===== config.mk =====
export PLATFORM = sky130hd
export DESIGN_NAME = serial_paralelo_flat
export DESIGN_NICKNAME = d
export VERILOG_FILES = /design/src/rtl/serial_paralelo_if.sv /design/src/rtl/serial_paralelo.sv /design/src/flat_wrapper.sv
export SDC_FILE = /design/constraint.sdc
export NUM_CORES = 1
export LEC_CHECK = 0
export CAP_MARGIN = 20
export CORE_ASPECT_RATIO = 1.2
export CORE_MARGIN = 4
export CORE_UTILIZATION = 45
export DETAILED_ROUTE_END_ITERATION = 16
export DONT_BUFFER_PORTS = 1
export GPL_ROUTABILITY_DRIVEN = 0
export SYNTH_ARGS = -nofsm -noshare
export SYNTH_HDL_FRONTEND = slang
export SYNTH_SLANG_ARGS = --single-unit
export TNS_END_PERCENT = 100

===== constraint.sdc =====
create_clock -name clk_32f -period 4.1 [get_ports clk_32f]
set_input_delay 0.82 -clock clk_32f [delete_from_list [all_inputs] [get_ports clk_32f]]
set_output_delay 0.82 -clock clk_32f [all_outputs]
set_load 0.005 [all_outputs]

===== src/rtl/serial_paralelo_if.sv =====
// Serial-to-parallel bus: serial bit in, aligned byte out.
// The slave side is the converter; the master side feeds it and consumes its outputs.
interface serial_paralelo_if;
  logic       data_serial;
  logic [7:0] data_serial_paralelo;
  logic       valid_serial_paralelo;
  logic       active_serial_paralelo;
  logic       strobe_serial_paralelo;

  modport master (
    output data_serial,
    input  data_serial_paralelo,
    input  valid_serial_paralelo,
    input  active_serial_paralelo,
    input  strobe_serial_paralelo
  );

  modport slave (
    input  data_serial,
    output data_serial_paralelo,
    output valid_serial_paralelo,
    output active_serial_paralelo,
    output strobe_serial_paralelo
  );
endinterface


===== src/rtl/serial_paralelo.sv =====
// PHY receive serial-to-parallel converter.
// Locks byte alignment on a run of COM symbols, then emits one byte per 8 clocks.
module serial_paralelo #(
  parameter logic [7:0]  COM       = 8'hBC,
  parameter int unsigned COM_COUNT = 4
) (
  input  logic              clk_32f,
  input  logic              reset,
  serial_paralelo_if.slave  bus
);

  localparam logic [1:0] HUNT   = 2'd0;
  localparam logic [1:0] ALIGN  = 2'd1;
  localparam logic [1:0] ACTIVE = 2'd2;

  localparam logic [3:0] COM_TGT = 4'(COM_COUNT);

  logic [7:0] sr_q, sr_d;
  logic [2:0] bit_cnt_q, bit_cnt_d;
  logic [3:0] com_cnt_q, com_cnt_d;
  logic [1:0] state_q, state_d;
  logic [7:0] data_q, data_d;
  logic       valid_q, valid_d;
  logic       active_q, active_d;
  logic       strobe_q, strobe_d;

  logic [7:0] w;
  logic       is_com;
  logic       boundary;

  // Next-state: bit-wise COM search, byte-wise COM counting, byte output.
  always_comb begin
    w         = {sr_q[6:0], bus.data_serial};
    is_com    = (w == COM);
    boundary  = (bit_cnt_q == 3'd7);
    sr_d      = w;
    bit_cnt_d = bit_cnt_q + 3'd1;
    com_cnt_d = com_cnt_q;
    state_d   = state_q;
    data_d    = data_q;
    valid_d   = valid_q;
    strobe_d  = 1'b0;
    unique case (state_q)
      HUNT: begin
        bit_cnt_d = 3'd0;
        com_cnt_d = 4'd0;
        if (is_com) begin
          com_cnt_d = 4'd1;
          state_d   = (COM_TGT == 4'd1) ? ACTIVE : ALIGN;
        end
      end
      ALIGN: begin
        if (boundary) begin
          if (is_com) begin
            com_cnt_d = com_cnt_q + 4'd1;
            if (com_cnt_d == COM_TGT) state_d = ACTIVE;
          end else begin
            com_cnt_d = 4'd0;
            bit_cnt_d = 3'd0;
            state_d   = HUNT;
          end
        end
      end
      ACTIVE: begin
        if (boundary) begin
          data_d   = w;
          valid_d  = !is_com;
          strobe_d = 1'b1;
        end
      end
      default: begin
        bit_cnt_d = 3'd0;
        com_cnt_d = 4'd0;
        state_d   = HUNT;
      end
    endcase
    active_d = (state_d == ACTIVE);
  end

  // State and output registers, cleared asynchronously.
  always_ff @(posedge clk_32f or posedge reset) begin
    if (reset) begin
      sr_q      <= 8'd0;
      bit_cnt_q <= 3'd0;
      com_cnt_q <= 4'd0;
      state_q   <= HUNT;
      data_q    <= 8'd0;
      valid_q   <= 1'b0;
      active_q  <= 1'b0;
      strobe_q  <= 1'b0;
    end else begin
      sr_q      <= sr_d;
      bit_cnt_q <= bit_cnt_d;
      com_cnt_q <= com_cnt_d;
      state_q   <= state_d;
      data_q    <= data_d;
      valid_q   <= valid_d;
      active_q  <= active_d;
      strobe_q  <= strobe_d;
    end
  end

  assign bus.data_serial_paralelo   = data_q;
  assign bus.valid_serial_paralelo  = valid_q;
  assign bus.active_serial_paralelo = active_q;
  assign bus.strobe_serial_paralelo = strobe_q;

endmodule

===== src/flat_wrapper.sv =====
// flat-port wrapper written by rule: the top's interface ports become plain ports
module serial_paralelo_flat 
#(
  parameter logic [7:0]  COM       = 8'hBC,
  parameter int unsigned COM_COUNT = 4
)
  (clk_32f, reset, bus_data_serial, bus_data_serial_paralelo, bus_valid_serial_paralelo, bus_active_serial_paralelo, bus_strobe_serial_paralelo);
  serial_paralelo_if bus_i ();
  input  logic clk_32f;
  input  logic reset;
  input wire logic [$bits(bus_i.data_serial)-1:0] bus_data_serial;
  output wire logic [$bits(bus_i.data_serial_paralelo)-1:0] bus_data_serial_paralelo;
  output wire logic [$bits(bus_i.valid_serial_paralelo)-1:0] bus_valid_serial_paralelo;
  output wire logic [$bits(bus_i.active_serial_paralelo)-1:0] bus_active_serial_paralelo;
  output wire logic [$bits(bus_i.strobe_serial_paralelo)-1:0] bus_strobe_serial_paralelo;
  assign bus_i.data_serial = bus_data_serial;
  assign bus_data_serial_paralelo = bus_i.data_serial_paralelo;
  assign bus_valid_serial_paralelo = bus_i.valid_serial_paralelo;
  assign bus_active_serial_paralelo = bus_i.active_serial_paralelo;
  assign bus_strobe_serial_paralelo = bus_i.strobe_serial_paralelo;
  serial_paralelo #(.COM(COM), .COM_COUNT(COM_COUNT)) u_core (.clk_32f(clk_32f), .reset(reset), .bus(bus_i));
endmodule

* Yosys cells after proc, flatten, opt, wreduce, memory -nomap -nowiden
Index checks and enable logic that the tools add are counted.
** Storage, ports and cells
- Register bits :: 27
- Bits of input ports :: 3
- Output and inout bits :: 11
- Word-level logic and storage cells :: 36
** Cells by class
- $add $sub $neg :: 2
- Equality and inequality tests :: 7
- Multiplexer cells :: 14
- Bitwise logic cells :: 1
- Reductions and logical operators :: 4
** Operators by type and width (count)
- $pmux W4 S3 :: 1
- $eq A8 B8 Y1 const B :: 1
- $mux W2 :: 4
- $mux W4 :: 2
- $mux W3 :: 2
- $pmux W2 S3 :: 1
- $pmux W3 S2 :: 1
- $add A4 B1 Y4 const B :: 1
- $eq A2 B2 Y1 const B :: 2
- $eq A4 B3 Y1 const B :: 1
- $reduce_and A2 Y1 :: 2
- $add A3 B1 Y3 const B :: 1
- $eq A3 B3 Y1 const B :: 1
- $mux W1 :: 3
- $eq A2 B1 Y1 const B :: 1
- $logic_not A2 Y1 :: 1
- $ne A2 B1 Y1 const B :: 1
- $logic_not A1 Y1 :: 1
- $not A1 Y1 :: 1

* Longest topological paths before layout
Gate-level depths: netlist (run 1).
- Word-level depth :: 7
- Mapped depth :: 7
- Mapped depth without buffers :: 6

* Worst setup path after synthesis (run 1)
No wires, ideal clock.
- Path kind :: input to register
- Start :: input bus_data_serial
- End :: register u_core.active_q, in the netlist u_core.bus.active_serial_paralelo
- Setup time :: 0.130 ns
- Data arrival time :: 1.525 ns
- Required time :: 3.970 ns
- Path slack :: 2.445 ns
- Cell stages on the path :: 4
- Buffers on the path :: 0
- Cells stage by stage :: and4bb_2 > nand3_1 > a22o_2 > a2bb2oi_2
** Between the ends
- Word-level cells in the longest chain between the ends :: 5
** RTL lines
- start, declared :: RTL line flat_wrapper.sv:11 : input wire logic [$bits(bus_i.data_serial)-1:0] bus_data_serial;
- $eq A8 B8 Y1 * :: RTL line serial_paralelo.sv:34 : is_com = (w == COM);
- $mux W2 :: RTL line serial_paralelo.sv:54 : if (is_com) begin
- $mux W2 :: RTL line serial_paralelo.sv:53 : if (boundary) begin
- $pmux W2 S3 * :: RTL line serial_paralelo.sv:43 : unique case (state_q)
- $eq A2 B2 Y1 * :: RTL line serial_paralelo.sv:77 : active_d = (state_d == ACTIVE);
- net u_core.active_d :: RTL line serial_paralelo.sv:24 : logic active_q, active_d;
- end signal, assigned :: RTL line serial_paralelo.sv:98 : active_q <= active_d;
- end, declared :: RTL line serial_paralelo.sv:24
Mark *: on every way through the listed nets, which the timed path passes. The rest lies on a longest branch.
A chain may end at the register's enable or synchronous reset.

* Worst setup path after layout (run 1)
- Start :: register u_core.state_q[0]
- End :: register u_core.data_q[4], in the netlist u_core.bus.data_serial_paralelo[4]
** Between the ends
- Word-level cells in the longest chain between the ends :: 2
** RTL lines
- start, declared :: RTL line serial_paralelo.sv:21 : logic [1:0] state_q, state_d;
- start signal, assigned :: RTL line serial_paralelo.sv:95 : state_q <= state_d;
- $eq A2 B2 Y1 :: RTL line serial_paralelo.sv:43
- $reduce_and A2 Y1 (no line)
- end signal, assigned :: RTL line serial_paralelo.sv:96 : data_q <= data_d;
- end, declared :: RTL line serial_paralelo.sv:22 : logic [7:0] data_q, data_d;
No other way between the ends.

==> results of run 1 <==
==> cell usage after synthesis (all sizes together) <==
cell,n
a211oi,1
a21boi,1
a21oi,4
a22o,1
a2bb2oi,1
a31o,1
and3,1
and3b,1
and4b,1
and4bb,1
buf,3
dfrtp,27
ha,9
inv,5
mux2,8
nand2,8
nand2b,1
nand3,3
nand3b,4
nand4,1
nand4b,1
nand4bb,1
nor2,2
nor2b,1
nor3,1
nor3b,1
o2111ai,1
o211a,1
o211ai,2
o21ai,6
o31ai,3
xnor2,1
==> state kept, by name, indices dropped and copies added (netlist names) <==
register	count
u_core.bus.data_serial_paralelo	8
u_core.bit_cnt_q	3
u_core.com_cnt_q	4
u_core.bus.strobe_serial_paralelo	1
u_core.bus.active_serial_paralelo	1
u_core.sr_q	7
u_core.state_q	2
u_core.bus.valid_serial_paralelo	1
==> area by class of cell <==
type                    count  area (sq um)
flip-flops and latches     27           676
repair buffers              1          27.5
clock buffers               3          22.5
fillers                   246          1280
well taps                  33          41.3
multi-input cells          68           561
clock inverters             1          5.00
inverters                   5          18.8
==> metal layers <==
metal | GRT usage, % | wire length [um] | vias up
met4 | 6.23 | 43 | 0
li1 | - | - | 375
met3 | 2.93 | 86 | 5
met1 | 15.1 | 929 | 390
met5 | 0 | 0 | -
met2 | 22.3 | 1130 | 14
==> logic make-up after synthesis <==
group | count (synthesis) | synth area share (%)
and+or+nand+nor | 28 | 14.9
DFF | 27 | 53.2
AOI/OAI and AO/OA | 22 | 12.6
adders and majority gates | 9 | 8.87
buffers and inverters | 8 | 2.66
muxes | 8 | 7.09
xor gates and xnor gates | 1 | 0.690
==> placed cells by master, fill, tap and decap left out, types with 2 or more instances in the layout <==
cell | netlist | layout
o21ai_0 | 4 | 4
o211ai_1 | 2 | 2
clkbuf_4 | 0 | 3
nor2_1 | 2 | 2
nand3_1 | 3 | 3
inv_1 | 5 | 5
nand3b_1 | 4 | 4
o31ai_1 | 3 | 3
a21oi_1 | 4 | 4
ha_1 | 9 | 9
mux2_2 | 8 | 8
nand2_1 | 8 | 8
o21ai_1 | 2 | 2
dfrtp_1 | 27 | 27
==> critical path: stages (launching register included) <==
cell     delay, ps
dfrtp_1        440
inv_1          130
ha_1           360
nand2_1        360
mux2_2         370
==> per-stage QoR <==
stage / util (%) / hold slack, ps / instances / setup slack [ps] / area (sq um)
2_1_floorplan: - / 376 / 103 / 2450 / 1270
3_3_place_gp: 49.3 / 401 / 133 / 2320 / 1300
3_5_place_dp: 49.3 / 408 / 133 / 2330 / 1300
4_1_cts: 50.4 / 440 / 137 / 2320 / 1320
5_1_grt: 51.4 / 244 / 138 / 2190 / 1350
6_report: 51.4 / 270 / 138 / 2340 / 1350
==> how the worst max path moves through the flow <==
stage,to
detailed placement,u_core.bus.active_serial_paralelo$_DFF_PP0_
finish,u_core.bus.data_serial_paralelo[4]$_DFFE_PP0P_
global route,u_core.bus.data_serial_paralelo[4]$_DFFE_PP0P_
CTS,u_core.bus.data_serial_paralelo[7]$_DFFE_PP0P_
floorplan,u_core.bus.active_serial_paralelo$_DFF_PP0_
global placement,u_core.bus.active_serial_paralelo$_DFF_PP0_
==> power by group through the flow <==
stage          registers [uW]  clock network [uW]  logic [uW]
4_1_cts                   278                 120        33.6
3_5_place_dp              283                   0        33.5
5_1_grt                   279                 132        40.2
2_1_floorplan             281                   0        28.5
6_report                  277                 114        36.2
3_3_place_gp              282                   0        32.8
==> results.py, run 1 <==
metrics = {
    "critical_path": {
        "critPathLaunchType": "flip-flop",
        "rrSetupSlack_ps": 2340,
        "crit_arrival_ps": 1990,
        "worstPathRequired_ps": 4330,
        "ff2ff_path_depth": 4,
        "reg2reg_to": "u_core.bus.data_serial_paralelo[4]$_DFFE_PP0P_",
        "path_max_fanout": 11,
        "cp-end-kind": "flip-flop",
        "crit_start": "u_core.state_q[0]$_DFF_PP0_",
        "path_class": "reg2reg",
        "r2r_start": "u_core.state_q[0]$_DFF_PP0_",
    },
    "detailed_routing": {
        "vias_per_cell": 5.68,
        "drc": 0,
        "antenna_left": 0,
        "first_pass_iters": 4,
        "wl_per_cell_um": 15.8,
        "drtIter0Drc": 27,
        "via_count": 784,
        "routed_wl_um": 2190,
    },
    "grt": {
        "grt_pass1_vias": 792,
        "grt_max_degree": 28,
        "antenna_found_initial": 0,
        "grt_pass1_wl_um": 3700,
        "overflow": 0,
        "track_usage_pct": 12.9,
    },
    "sta": {
        "setup_violations": 0,
        "grt_setup_unrepaired": "no",
        "setup_tns_ps": 0,
        "final.setup_skew_ps": 3.85,
        "worst_pin_slew_ps": 436,
        "finalMaxSlewViolations": 0,
        "hold_viol": 0,
        "period_share_pct": 43.0,
        "timing.fmax_mhz": 567,
        "slew_headroom_pct": 70.9,
        "fin_crit_ps": 1760,
    },
    "placed_design": {
        "hpwl_um": 1630,
        "io_buffers": 0,
    },
    "clock_network": {
        "clkTransAtPathRegs_ps": 140,
        "cts_sinks": 27,
        "cts_hold_buffers": 0,
        "cts_resized": 0,
        "htree_levels": 1,
        "cts_setup_buffers": 0,
        "clk_latency_ps": 320,
        "cts.path.max_buffers": 2,
        "tritoncts": "yes",
        "clock-root-buffer": "clkbuf_4",
        "cts_buffers": 3,
    },
    "power": {
        "irDropWorstVdd_v": 0.000197,
        "switching_share_pct": 24.2,
        "total_power_uw": 428,
        "switchingPower_uw": 103,
        "p_comb_share_pct": 8.5,
        "p_per_area_nw_per_um2": 317,
        "leakage_uw": 0.000652,
        "pwr-share-clk_pct": 26.7,
        "power_frac_seq_pct": 64.8,
        "p_int_uw": 324,
    },
    "run_status": {
        "status": "complete, no violations",
    },
    "logic_synthesis": {
        "synth_fp_nets": 115,
        "ys_types": 33,
        "syn_inst": 103,
        "synth_top_area_share_pct": 53.2,
        "netlist_area_sq_um": 1270,
        "ys_seq_elements": 27,
        "netlist.top_cell.by_area": "dfrtp_1",
        "syn_avg_cell_area_sq_um": 12.3,
        "ys_top_cells_by_area": "dfrtp_1 53%, ha_1 8.9%, mux2_2 7.1%",
        "ys_seq_area_share_pct": 53.2,
        "yosysWarnings": 0,
    },
    "floorplan": {
        "die-area_sq_um": 3740,
        "fp.dieH_um": 66.2,
        "core_area_sq_um": 2630,
        "ios": 14,
        "die_w_um": 56.5,
        "start_util_pct": 48.3,
        "row_count": 20,
    },
    "cells_and_area": {
        "layout-drive-gt1-share_pct": 18.1,
        "fin_nets": 118,
        "area_delta_synth_final_pct": 6.40,
        "diodes": 0,
    },
    "job": {
        "maxCapViolCount": 0,
    },
    "min_path": {
        "hold_class": "in2async",
    },
}
Power figures use the tool's default switching activity.
==> run 2: changes to the inputs <==
--- a/config.mk
+++ b/config.mk
@@ -5,6 +5,7 @@
 export SDC_FILE = /design/constraint.sdc
 export NUM_CORES = 1
 export LEC_CHECK = 0
+export ABC_AREA = 1
 export CAP_MARGIN = 20
 export CORE_ASPECT_RATIO = 1.2
 export CORE_MARGIN = 4
==> constraint.sdc (replaced) <==
create_clock -name clk_32f -period 1.8 [get_ports clk_32f]
set_input_delay 0.36 -clock clk_32f [delete_from_list [all_inputs] [get_ports clk_32f]]
set_output_delay 0.36 -clock clk_32f [all_outputs]
set_load 0.005 [all_outputs]
==> results.py, run 2 <==
metrics = {
    "floorplan": {
        "core_area_sq_um": 2580,
        "start_util_pct": 47.9,
        "die_w_um": 55.8,
        "ios": 14,
        "die-area_sq_um": 3650,
        "fp.dieH_um": 65.4,
        "row_count": 20,
    },
    "logic_synthesis": {
        "synth_common_cells": "41 x nand2_1, 27 x dfrtp_1, 16 x inv_1",
        "synth_fp_nets": 139,
        "syn_inst": 127,
        "ys_top_cells_by_area": "dfrtp_1 55%, nand2_1 12%, ha_1 9.1%",
        "synthFlopType": "dfrtp_1",
        "netlist.top_cell.by_area": "dfrtp_1",
        "syn_avg_cell_area_sq_um": 9.71,
        "synth_edf_count": 0,
        "ys_types": 20,
        "netlist_area_sq_um": 1230,
        "synth_most_common_cell": "nand2_1",
        "async_flop_share_pct": 100,
        "ys_seq_elements": 27,
        "ys_seq_area_share_pct": 54.8,
        "synth_top_area_share_pct": 54.8,
        "yosysWarnings": 0,
    },
    "grt": {
        "overflow": 0,
        "grt_pass1_wl_um": 3760,
        "track_usage_pct": 13.2,
        "antenna_found_initial": 0,
        "grt_pass1_vias": 849,
        "grt_max_degree": 28,
    },
    "run_status": {
        "status": "complete, no violations",
    },
    "min_path": {
        "hold_class": "in2reg",
        "min-delay-start": "bus_data_serial",
    },
    "sta": {
        "setup_tns_ps": 0,
        "timing.fmax_mhz": 665,
        "hold_viol": 0,
        "setup_ws_ps": 295,
        "final.setup_skew_ps": 4.35,
        "worst_pin_slew_ps": 323,
        "grt_setup_unrepaired": "no",
        "fin_crit_ps": 1500,
        "setup_violations": 0,
        "period_share_pct": 83.6,
        "finalMaxSlewViolations": 0,
        "slew_headroom_pct": 78.4,
    },
    "detailed_routing": {
        "antenna_left": 0,
        "vias_per_cell": 4.83,
        "via_count": 801,
        "first_pass_iters": 4,
        "routed_wl_um": 1960,
        "drc": 0,
        "wl_per_cell_um": 11.8,
        "drtIter0Drc": 10,
    },
    "cells_and_area": {
        "largest_register_ffs": 8,
        "final_cell_mix": "41 x nand2_1, 27 x dfrtp_1, 16 x inv_1, 9 x ha_1, 8 x nand2_2",
        "multi_input_area_sq_um": 487,
        "area_delta_synth_final_pct": 7.30,
        "fin_area_sq_um": 1320,
        "fin_nets": 146,
        "layout_commonest_cell": "nand2_1",
        "layout-drive-gt1-share_pct": 18.8,
        "layout.area.seq_sq_um": 676,
        "diodes": 0,
        "fillers": 240,
    },
    "power": {
        "total_power_uw": 998,
        "switchingPower_uw": 258,
        "p_int_uw": 740,
        "switching_share_pct": 25.9,
        "power_frac_seq_pct": 63.9,
        "pwr-share-clk_pct": 25.1,
        "p_comb_share_pct": 11.0,
        "leakage_uw": 0.000723,
        "irDropWorstVdd_v": 0.000518,
        "p_per_area_nw_per_um2": 754,
    },
    "critical_path": {
        "crit_top_cell": "nand2_1",
        "critPathSlowestCell": "dfrtp_1",
        "cp_slowest_stage_delay_ps": 400,
        "crit_family": "simple AND/OR/NAND/NOR gates",
        "path_max_fanout": 5,
        "worstPathRequired_ps": 2030,
        "crit_arrival_ps": 1730,
        "path_class": "reg2reg",
        "cp-end-kind": "flip-flop",
        "r2r_start": "u_core.bit_cnt_q[0]$_DFF_PP0_",
        "worstPathCellList": "ha_1, ha_1, inv_1, nand2_1, nand2_2, inv_2, nand2_1, nand3_2, nand2_1, nor2_2",
        "worst-path-buf-inv": 2,
        "crit_start": "u_core.bit_cnt_q[0]$_DFF_PP0_",
        "critPathLaunchType": "flip-flop",
    },
    "placed_design": {
        "hpwl_um": 1480,
        "place_area_sq_um": 1290,
        "pre_cts_slack_ps": 329,
        "io_buffers": 0,
    },
    "clock_network": {
        "tritoncts": "yes",
        "clkTransAtPathRegs_ps": 140,
        "cts_buffers": 3,
        "clock-root-buffer": "clkbuf_4",
        "cts_sinks": 27,
        "cts_resized": 0,
        "clk_latency_ps": 320,
        "cts.path.max_buffers": 2,
        "htree_levels": 1,
    },
    "job": {
        "maxCapViolCount": 0,
    },
}
## run 2: path summary, 6_finish.rpt
path	slack [ps]	cells after the start	to
hold / removal	50	0	u_core.sr_q[0]$_DFF_PP0_
hold reg to reg	390	0	u_core.sr_q[6]$_DFF_PP0_
max in group asynchronous	1030	3	u_core.bus.data_serial_paralelo[1]$_DFFE_PP0P_
min in group asynchronous	530	3	u_core.sr_q[4]$_DFF_PP0_
setup reg to reg	300	10	u_core.bus.active_serial_paralelo$_DFF_PP0_
setup / recovery	300	10	u_core.bus.active_serial_paralelo$_DFF_PP0_
## run 2: area by class of cell
cell class                 instances  area share, %
timing repair buffer               3           1.89
clock buffer                       3           1.70
tap                               33           3.12
clock inverter                     1          0.378
multi-input combinational         81           36.8
sequential                        27           51.0
inverter                          18           5.10
## run 2: kinds of logic after synthesis
| kind of cell | after synthesis | synth area share, % |
|---|---|---|
| AND/OR/NAND/NOR | 62 | 24.8 |
| flip-flops | 27 | 54.8 |
| buffers and inverters | 19 | 5.78 |
| AO/OA/AOI/OAI | 10 | 5.48 |
| adder cells (fa/ha/maj) | 9 | 9.13 |
## run 2: metal layers
layer  vias to the layer above  GRT usage, %  wire (um)
met1                       371          14.9        844
met3                         5          3.54        102
li1                        408             -          -
met5                         -             0          0
met4                         0          5.47         40
met2                        17          23.5        972
## run 2: timing repair
item | in CTS | in global routing
endpoints found under the hold margin | 27 | 0
hold buffers | 1 | 0
setup buffers | 0 | 0
## run 2: stage by stage
step / util, % / hold slack, ps / instances
finish: 51.4 / 53.7 / 166
global route: 51.4 / 25.1 / 166
CTS: 51.4 / 43.2 / 166
detailed placement: 49.9 / 333 / 161
global placement: 49.9 / 324 / 161
floorplan: - / 354 / 127
## run 2: power groups by stage
| stage | sequential [uW] | clock [uW] | combinational, uW |
|---|---|---|---|
| floorplan | 645 | 0 | 92.0 |
| global placement | 649 | 0 | 109 |
| detailed placement | 650 | 0 | 110 |
| CTS | 638 | 265 | 111 |
| global route | 641 | 294 | 130 |
| finish | 638 | 251 | 110 |
==> run 3: changes to the inputs <==
--- a/config.mk
+++ b/config.mk
@@ -5,7 +5,7 @@
 export SDC_FILE = /design/constraint.sdc
 export NUM_CORES = 1
 export LEC_CHECK = 0
-export ABC_AREA = 1
+export ABC_AREA = 0
 export CAP_MARGIN = 20
 export CORE_ASPECT_RATIO = 1.2
 export CORE_MARGIN = 4
==> constraint.sdc (replaced) <==
create_clock -name clk_32f -period 1.25 [get_ports clk_32f]
set_input_delay 0.25 -clock clk_32f [delete_from_list [all_inputs] [get_ports clk_32f]]
set_output_delay 0.25 -clock clk_32f [all_outputs]
set_load 0.005 [all_outputs]
==> results.py, run 3 (synthesis gave the netlist of run 1 again) <==
metrics = {
    "cells_and_area": {
        "final_cell_mix": "25 x buf_4, 25 x dfrtp_1, 7 x mux2_4, 6 x nand2_1",
        "area_delta_synth_final_pct": 31.4,
        "layout-drive-gt1-share_pct": 48.1,
        "diodes": 0,
        "largest_register_ffs": 8,
        "fin_nets": 144,
    },
    "power": {
        "total_power_uw": 1490,
        "p_comb_share_pct": 12.6,
        "switchingPower_uw": 378,
        "irDropWorstVdd_v": 0.000802,
        "leakage_uw": 0.000812,
        "pwr-share-clk_pct": 26.4,
        "power_frac_seq_pct": 61.0,
        "switching_share_pct": 25.3,
        "p_per_area_nw_per_um2": 895,
        "p_int_uw": 1120,
    },
    "grt": {
        "grt_max_degree": 17,
        "grt_pass1_wl_um": 4410,
        "overflow": 0,
        "grt_pass1_vias": 971,
        "antenna_found_initial": 0,
        "track_usage_pct": 15.7,
    },
    "detailed_routing": {
        "via_count": 901,
        "vias_per_cell": 5.49,
        "wl_per_cell_um": 15.8,
        "routed_wl_um": 2590,
        "first_pass_iters": 4,
        "drc": 0,
        "antenna_left": 0,
        "drtIter0Drc": 24,
    },
    "sta": {
        "finalMaxSlewViolations": 0,
        "timing.fmax_mhz": 699,
        "setup_ws_ps": -180,
        "hold_viol": 0,
        "whs_ps": 48.5,
        "period_share_pct": 114,
        "worst_pin_slew_ps": 348,
        "setup_violations": 16,
        "fin_crit_ps": 1430,
        "grt_setup_unrepaired": "yes",
        "final.setup_skew_ps": 6.10,
        "slew_headroom_pct": 76.8,
    },
    "critical_path": {
        "crit_arrival_ps": 1710,
        "path_class": "reg2reg",
        "path_max_fanout": 2,
        "cp-end-kind": "flip-flop",
        "ff2ff_path_depth": 5,
        "crit_family": "compound AO/OA/AOI/OAI gates",
        "critPathSlowestCell": "dfrtp_1",
        "cp_slowest_stage_delay_ps": 420,
        "critPathLaunchType": "flip-flop",
        "worst-path-buf-inv": 0,
        "worstPathCellList": "ha_2, xnor2_2, a211oi_2, a22o_2, a2bb2oi_2",
        "worstPathRequired_ps": 1530,
        "cp.depth": 5,
    },
    "floorplan": {
        "start_util_pct": 48.3,
        "die_w_um": 56.5,
        "row_count": 20,
        "die-area_sq_um": 3740,
        "ios": 14,
        "core_area_sq_um": 2630,
        "fp.dieH_um": 66.2,
    },
    "clock_network": {
        "cts_buffers": 3,
        "cts_sinks": 27,
        "clkTransAtPathRegs_ps": 150,
        "htree_levels": 1,
        "cts.path.max_buffers": 2,
        "clock-root-buffer": "clkbuf_4",
        "tritoncts": "yes",
        "clk_latency_ps": 330,
    },
    "run_status": {
        "status": "finished with violations",
        "failed_checks": "negative setup slack",
    },
    "min_path": {
        "hold_class": "in2reg",
        "min_delay_path_depth": 1,
    },
    "placed_design": {
        "io_buffers": 0,
        "hpwl_um": 1890,
        "pre_cts_slack_ps": -183,
    },
    "job": {
        "maxCapViolCount": 0,
    },
}
## run 3: area by class of cell
cell class,count,area (sq um)
clock buffer,3,22.5
fill,216,958
tap,33,41.3
inverter,5,18.8
clock inverter,1,7.51
sequential,27,678
timing repair buffer,27,208
multi-input combinational,68,693
## run 3: what timing repair did
action | 4_1_cts | 5_1_grt
resized for setup | 5 | 9
pin swaps | 10 | 5
endpoints found under the setup margin | 18 | 18
hold buffers | 2 | 0
buffers inserted | 3 | 0
endpoints found under the hold margin | 8 | 0
## run 3: power groups by stage
stage | combinational (uW) | sequential [uW] | clock, uW
3_5_place_dp | 165 | 926 | 0
6_report | 188 | 912 | 394
4_1_cts | 174 | 910 | 416
5_1_grt | 209 | 917 | 454
2_1_floorplan | 106 | 922 | 0
3_3_place_gp | 160 | 926 | 0
## run 3: per-layer routing
metal	part of all wire [%]	up-vias	track usage, %
li1	-	430	-
met1	41	442	17.2
met2	52	20	28.3
met3	3.5	9	2.93
met4	3.4	0	8.31
met5	0	-	0
## run 3: per-stage QoR
step                      utilization, %  area, sq um  TNS, ps  std cells
after global routing                63.5         1670    -2960        164
after detailed placement            58.7         1540    -1770        155
after global placement              58.7         1540    -1350        155
after CTS                           62.0         1630    -1900        164
final                               63.5         1670    -1870        164
after floorplan                        -         1370     -745        103
## run 3: path summary, 6_finish.rpt
kind	startpoint	endpoint	slack [ps]
worst max-delay path	u_core.com_cnt_q[1]$_DFFE_PP0P_	u_core.bus.active_serial_paralelo$_DFF_PP0_	-180
worst min-delay path	bus_data_serial	u_core.bus.data_serial_paralelo[0]$_DFFE_PP0P_	50
worst max register to register	u_core.com_cnt_q[1]$_DFFE_PP0P_	u_core.bus.active_serial_paralelo$_DFF_PP0_	-180
worst min register to register	u_core.sr_q[5]$_DFF_PP0_	u_core.sr_q[6]$_DFF_PP0_	440
max in group asynchronous	reset	u_core.bus.data_serial_paralelo[3]$_DFFE_PP0P_	480
min in group asynchronous	reset	u_core.bit_cnt_q[0]$_DFF_PP0_	300
